==> config.mk <==
export PLATFORM = sky130hd
export DESIGN_NAME = conv_img_feeder
export DESIGN_NICKNAME = d
export VERILOG_FILES = /design/src/rtl/conv_img_feeder.sv
export SDC_FILE = /design/constraint.sdc
export NUM_CORES = 1
export LEC_CHECK = 0
export BUFFER_PORTS_ARGS = -buffer_cell sky130_fd_sc_hd__buf_2
export CORE_UTILIZATION = 40
export CTS_CLUSTER_DIAMETER = 30
export DETAILED_ROUTE_END_ITERATION = 7
export GPL_ROUTABILITY_DRIVEN = 0
export GPL_TIMING_DRIVEN = 0
export HOLD_SLACK_MARGIN = 0.15
export SYNTH_ARGS = -nofsm -noshare
export SYNTH_HDL_FRONTEND = slang
export SYNTH_SLANG_ARGS = --single-unit
==> constraint.sdc <==
create_clock -name clk -period 10.8 [get_ports clk]
set_input_delay 2.16 -clock clk [delete_from_list [all_inputs] [get_ports clk]]
set_output_delay 2.16 -clock clk [all_outputs]
set_load 0.02 [all_outputs]
==> src/rtl/conv_img_feeder.sv <==
// Streams a zero-padded SIZE x SIZE frame from an unpadded IMG x IMG pixel RAM,
// one pixel per GAP-cycle slot, after a 3-cycle i_load preamble.
module conv_img_feeder #(
  parameter int IMG = 14,
  parameter int PAD = 1,
  parameter int DW  = 16,
  parameter int AW  = 8,
  parameter int GAP = 2
) (
  input  logic          clk,
  input  logic          rst,
  input  logic          start,
  output logic          rd_en,
  output logic [AW-1:0] rd_addr,
  input  logic [DW-1:0] rd_data,
  output logic          i_load,
  output logic [DW-1:0] img_in,
  output logic          pix_valid,
  output logic          busy,
  output logic          done
);

  localparam int SIZE = IMG + 2*PAD;
  localparam int CW   = $clog2(SIZE + 1);
  localparam int SW   = $clog2(GAP);

  localparam logic [CW-1:0] C_LAST = CW'(SIZE - 1);
  localparam logic [CW-1:0] C_PAD  = CW'(PAD);
  localparam logic [CW-1:0] C_IMG  = CW'(IMG);
  localparam logic [AW-1:0] A_IMG  = AW'(IMG);
  localparam logic [SW-1:0] S_LAST = SW'(GAP - 1);
  localparam logic [SW-1:0] S_CAP  = SW'(1);

  typedef enum logic [1:0] {IDLE, LOAD, STREAM} state_t;

  state_t        r_state;
  state_t        w_state_nxt;
  logic [CW-1:0] r_row;
  logic [CW-1:0] r_col;
  logic [SW-1:0] r_slot;
  logic [1:0]    r_lcnt;
  logic [DW-1:0] r_img;
  logic [DW-1:0] r_next;
  logic [AW-1:0] r_addr_hold;
  logic          r_done;

  logic [CW-1:0] w_frow;
  logic [CW-1:0] w_fcol;
  logic [CW-1:0] w_rr;
  logic [CW-1:0] w_cc;
  logic          w_fint;
  logic [AW-1:0] w_faddr;
  logic [DW-1:0] w_cap;
  logic          w_slot_end;
  logic          w_last;

  // Fetch target: pixel 0 during LOAD, otherwise the pixel after the current one.
  // Pad rows/columns below PAD wrap to large values, so one "< IMG" test covers both borders.
  always_comb begin
    w_frow = r_row;
    w_fcol = r_col;
    if (r_state == STREAM) begin
      if (r_col == C_LAST) begin
        w_fcol = '0;
        w_frow = r_row + 1'b1;
      end else begin
        w_fcol = r_col + 1'b1;
      end
    end
    w_rr    = w_frow - C_PAD;
    w_cc    = w_fcol - C_PAD;
    w_fint  = (w_rr < C_IMG) && (w_cc < C_IMG);
    w_faddr = AW'(w_rr) * A_IMG + AW'(w_cc);
    w_cap   = w_fint ? rd_data : '0;
  end

  assign w_slot_end = (r_slot == S_LAST);
  assign w_last     = (r_row == C_LAST) && (r_col == C_LAST);

  always_comb begin
    w_state_nxt = r_state;
    case (r_state)
      IDLE:    if (start) w_state_nxt = LOAD;
      LOAD:    if (r_lcnt == 2'd2) w_state_nxt = STREAM;
      STREAM:  if (w_slot_end && w_last) w_state_nxt = IDLE;
      default: w_state_nxt = IDLE;
    endcase
  end

  always_comb begin
    rd_en     = 1'b0;
    i_load    = 1'b0;
    busy      = 1'b0;
    pix_valid = 1'b0;
    case (r_state)
      LOAD: begin
        i_load = 1'b1;
        busy   = 1'b1;
        rd_en  = (r_lcnt == 2'd0) && w_fint;
      end
      STREAM: begin
        busy      = 1'b1;
        pix_valid = (r_slot == '0);
        rd_en     = (r_slot == '0) && w_fint;
      end
      default: ;
    endcase
    rd_addr = rd_en ? w_faddr : r_addr_hold;
  end

  assign img_in = r_img;
  assign done   = r_done;

  always_ff @(posedge clk) begin
    if (rst) begin
      r_state     <= IDLE;
      r_row       <= '0;
      r_col       <= '0;
      r_slot      <= '0;
      r_lcnt      <= '0;
      r_img       <= '0;
      r_next      <= '0;
      r_addr_hold <= '0;
      r_done      <= 1'b0;
    end else begin
      r_state <= w_state_nxt;
      r_done  <= 1'b0;
      if (rd_en) r_addr_hold <= w_faddr;
      case (r_state)
        IDLE: begin
          r_row  <= '0;
          r_col  <= '0;
          r_slot <= '0;
          r_lcnt <= '0;
        end
        LOAD: begin
          r_lcnt <= r_lcnt + 1'b1;
          if (r_lcnt == 2'd1) r_next <= w_cap;
          if (r_lcnt == 2'd2) begin
            r_img  <= r_next;
            r_lcnt <= '0;
          end
        end
        STREAM: begin
          if (r_slot == S_CAP) r_next <= w_cap;
          if (w_slot_end) begin
            r_slot <= '0;
            if (w_last) begin
              r_img  <= '0;
              r_done <= 1'b1;
              r_row  <= '0;
              r_col  <= '0;
            end else begin
              // With GAP=2 capture and slot end share a cycle, so bypass r_next.
              r_img <= (r_slot == S_CAP) ? w_cap : r_next;
              r_row <= w_frow;
              r_col <= w_fcol;
            end
          end else begin
            r_slot <= r_slot + 1'b1;
          end
        end
        default: ;
      endcase
    end
  end

endmodule
# After elaboration in Yosys (flattened, before gate mapping)
# Cells that the tools add are included.
classes:
  addsub: 7
  n_mul: 1
  magnitude_cmp: 2
  eq_ne: 11
  muxes: 32
  n_bitwise: 2
  n_reduce_logical: 16
ops:
  columns: ["op", "n"]
  rows:
  - ["two-way mux 16 bit", 6]
  - ["case mux 16 bit (2 select lines)", 2]
  - ["two-way mux 5 bit", 8]
  - ["case mux 5 bit (2 select lines)", 2]
  - ["adder 5 x 1 -> 5 bit, second input constant", 2]
  - ["== test 5 x 4 -> 1 bit, second input constant", 2]
  - ["< comparator 5 x 4 -> 1 bit, second input constant", 2]
  - ["subtractor 5 x 1 -> 5 bit, second input constant", 2]
  - ["AND reduction 3 bit", 3]
  - ["adder 8 x 5 -> 8 bit", 1]
  - ["two-way mux 2 bit", 4]
  - ["two-way mux 8 bit", 1]
  - ["!= test 2 bit, second input constant", 4]
  - ["multiplier 5 x 3 -> 7 bit, second input constant", 1]
  - ["case mux 2 bit (3 select lines)", 1]
  - ["nonzero test 2 bit", 3]
  - ["logical AND 1 bit", 5]
  - ["two-way mux 1 bit", 5]
  - ["== test 2 x 1 -> 1 bit, second input constant", 2]
  - ["== test 2 bit, second input constant", 2]
  - ["logical NOT 2 bit", 2]
  - ["case mux 1 bit (2 select lines)", 2]
  - ["case mux 2 bit (2 select lines)", 1]
  - ["OR reduction 3 bit", 1]
  - ["6 further kinds", 7]
totals:
  reg_bits: 56
  in_bits: 19
  out_inout_bits: 29
  wordCells: 80

# Logic depth before layout (Yosys ltp)
logic_depth:
  ltp_word: 10
  ltp_mapped: 21
  depth_no_buf: 19

# Worst setup path after synthesis
# OpenSTA, ideal clock, no wires.
synth_timing:
  path_kind: "flip-flop to output port"
  startpoint: "reg r_col[0]"
  endpoint: "out rd_addr[6]"
  t_arrival_ps: 4482
  required_ps: 8640
  setup_slack_ps: 4158
  path_stages_with_launch: 20
  n_path_buf: 2
  path_cell_list: "dfxtp_1 > ha_1 > and4b_1 > buf_6 > and2_4 > buf_2 > mux2i_1 > ha_1 > nor3b_1 > xnor2_1 > o211ai_2 > nor2_2 > inv_1 > fa_1 > inv_1 > ha_1 > xor2_1 > a21oi_1 > xnor3_1 > mux2_1"
synth_via:
  elab_chain_len: 9
  elab_cells_between_ends: 17
  classes_between: "add/sub (4); mul (1); order compare (2); eq/ne (1); mux (6); reduce/logical (3)"
synth_rtl:
  columns: ["element", "line_no", "text"]
  rows:
  - ["start, declared", "39", "logic [CW-1:0] r_col;"]
  - ["start signal, assigned", "157", "r_col <= w_fcol;"]
  - ["branches (longest 8 deep; another with adder 8 x 5 -> 8 bit)", null, null]
  - ["two-way mux 8 bit *", "108", "rd_addr = rd_en ? w_faddr : r_addr_hold;"]
  - ["end, declared", "14", "output logic [AW-1:0] rd_addr,"]
# Mark *: on every way between the ends.

# Worst setup path in the final report
# Same ends and word-level chain as after synthesis.

==> impl_results.md <==
* Status: complete, no violations
* Worst vdd ir at 99.2 uV
* Tcrit/Tclk final at 0.713
* Worst Hold Class: flip-flop to flip-flop
* Max incr delay on CP at 490 ps
* Placement Setup Slack at 3460 ps
* CP Cell Sequence: ha_1 > and4b_1 > buf_6 > and2_4 > buf_2 > mux2i_1 > ha_1 > nor3b_1 > xnor2_1 > o211ai_2 > nor2_2 > inv_1 > fa_1 > inv_1 > ha_1 > xor2_1 > a21oi_1 > xnor3_1 > mux2_1 > buf_2
* Max Cap Violations at 0
* Synth cell count leaders: dfxtp_1, a22o_1, inv_1
* Ys Warns at 0
* H-tree depth at 2
* Nets at 448
* RSZ-0062 raised after global routing: false
* Post-CTS Hold Buffers at 0
* Fmax at 130 MHz
* Max-slew violations at 0
* DP HPWL at 5.38 mm
* Initial antenna violation count at 0
* Register area share after synthesis at 0.346
* Die Wd at 92.0 um
* Vias at 2734
* Die ar. at 8470 sq um
* First-pass GRT wire length at 12.4 mm
* Fin util at 0.476
* Grt total ovfl at 0
* Post-synth EDFFs at 0
* LEAKAGE at 0.00178 uW
* Highest routed layer: met4
* Post-route insts no fill at 509
* Vias per cell at 5.37
* Count of final hold-check violations at 0
* Share of the synthesized area in the top cell type at 0.346
* GR Util All Layers at 0.179
* Sink Count at 56
* Tmin final at 7700 ps
* Worst setup EP type: primary output
* Met3 Wirelength at 221 um
* Ys async rst share at 0
* Worst slew margin at 0.575
* Postcts setup bufs at 0
* Max Fanout on Critical Path at 10
* Worst Path Buf+Inv at 5
* WL final at 7.33 mm
* Hold depth at 2
* Most frequent cell after synthesis: dfxtp_1
* I/O Buffers at 47
* PwrDens at 127 nW/um^2
* Final ANT Viol Nets at 0
* Layout cells sized above 1 at 0.189
* Mapped Nets at 393
* WL met1 at 3.70 mm
* Instance count on the critical path at 20
* Setup violations, final at 0
* Initial core utilization at 0.417
* Die Y at 92.0 um
* Clock Skews at 11.3 ps
* Hold_ws at 473 ps
* Pin count of the biggest net entering global routing at 19
* # resized after CTS at 0
* Clk buf depth at 2
* FF+latch count, synth at 56
* WL met2 at 3.35 mm
* Post-Synthesis Cells at 351
* Crit-path slowest cell: fa_1
* Critical path arrival at 5540 ps
* CTS buffer count at 5
* DRT Pass-1 Iters at 5
* Area leader, netlist: dfxtp_1
* Synth top area cells: dfxtp_1, a22o_1, ha_1
* I/O pins at 48
* Worst slew pin tran at 638 ps
* Post-synth top flop: dfxtp_1
* DRC Markers at 0
* Number of core rows at 32
* Crit path kind: flip-flop to primary output
* CTS tree: yes
* Placed Cells at 500
* Crit-path leading delay family: adder cells
* Routed wire per std cell at 14.4 um
* Startpoint Class: flip-flop
* Clk slew on worst S/H paths at 110 ps
* Mapped cell area at 3240 sq um
* Post-Syn Area per Cell at 9.24 sq um
* Setup ws final at 3100 ps
* R2R cell count at 20
* Root Driver: clkbuf_8
* Synth cell types at 59
* Critical Path RT at 8640 ps
* Sum Neg Setup Slack at 0 ps
* Ant. Diodes at 0
* Skew-Pair Late Insertion Delay at 320 ps
* Core Area at 7770 sq um
* DR iter-0 viols at 96
* Cell mode on critical path: ha_1
* Vias in the first global route at 2630
* P&R area growth vs syn at 14.1%
[cells in the final DEF (no fill, tap or decap), types with 4 or more instances in the layout]
cell      instances
o21ai_0          15
nand4_1           4
a21o_1           17
nand2_1          19
ha_1             18
fa_1              5
mux2_1            5
a22o_1           33
nor3_1            5
nor2_1           15
nand4b_1          4
clkbuf_8          5
dfxtp_1          56
xor2_1            6
nor2b_1          11
clkbuf_1          8
buf_2            52
nand3_1           4
xnor2_1          12
or3_1             4
a21oi_1          20
nand2b_1          5
mux2i_1           4
inv_1            25
[sequential cells by signal, summed over array words and instances (netlist names)]
| signal | flops |
|---|---|
| r_slot | 1 |
| r_next | 16 |
| img_in | 16 |
| r_row | 5 |
| r_col | 5 |
| r_lcnt | 2 |
| done | 1 |
| r_addr_hold | 8 |
| r_state | 2 |
[power by group]
group / switching, uW / total [uW] / internal, uW / leakage (uW)
clock: 74.0 / 120 / 46.3 / 0.0000445
sequential: 4.10 / 215 / 211 / 0.000451
combinational: 85.9 / 136 / 50.1 / 0.00129
[through the flow]
step,cell area (sq um),power [uW]
6_report,3700,471
5_1_grt,3700,499
4_1_cts,3690,474
3_5_place_dp,3600,355
3_3_place_gp,3600,354
2_1_floorplan,3240,319
[layout make-up]
class | instances | area, sq um
buffer | 18 | 92.6
sequential | 56 | 1120
clock inverter | 3 | 21.3
fill | 771 | 4070
inverter | 25 | 93.8
multi-input combinational | 252 | 1930
tap | 102 | 128
clock buffer | 5 | 68.8
timing repair buffer | 48 | 240
[kinds of logic after synthesis]
kind of cell,count (synthesis),synth area share
mux,10,0.0332
simple gates,92,0.163
buf+inv,43,0.0575
xor+xnor,19,0.0556
fa+ha+maj,23,0.100
flops,56,0.346
compound gates,108,0.245
[tightest hold or removal path, stage by stage, from the launching register on]
cell     delay (ps)
dfxtp_1         340
nand2_1          40
o21ai_0          60
[per-layer routing]
metal	up-vias	global-route usage
li1	1370	-
met1	1309	0.246
met2	47	0.294
met3	8	0.0290
met4	0	0.0417
met5	-	0
[final timing paths]
check | from | endpoint | slack [ps]
worst max-delay path | r_col[0]$_SDFFE_PP0P_ | rd_addr[6] | 3100
worst min-delay path | r_row[4]$_SDFFE_PP0P_ | r_row[4]$_SDFFE_PP0P_ | 470
worst max register to register | r_col[0]$_SDFFE_PP0P_ | r_addr_hold[6]$_SDFF_PP0_ | 5470
worst min register to register | r_row[4]$_SDFFE_PP0P_ | r_row[4]$_SDFFE_PP0P_ | 470
Power figures use the tool's default switching activity.
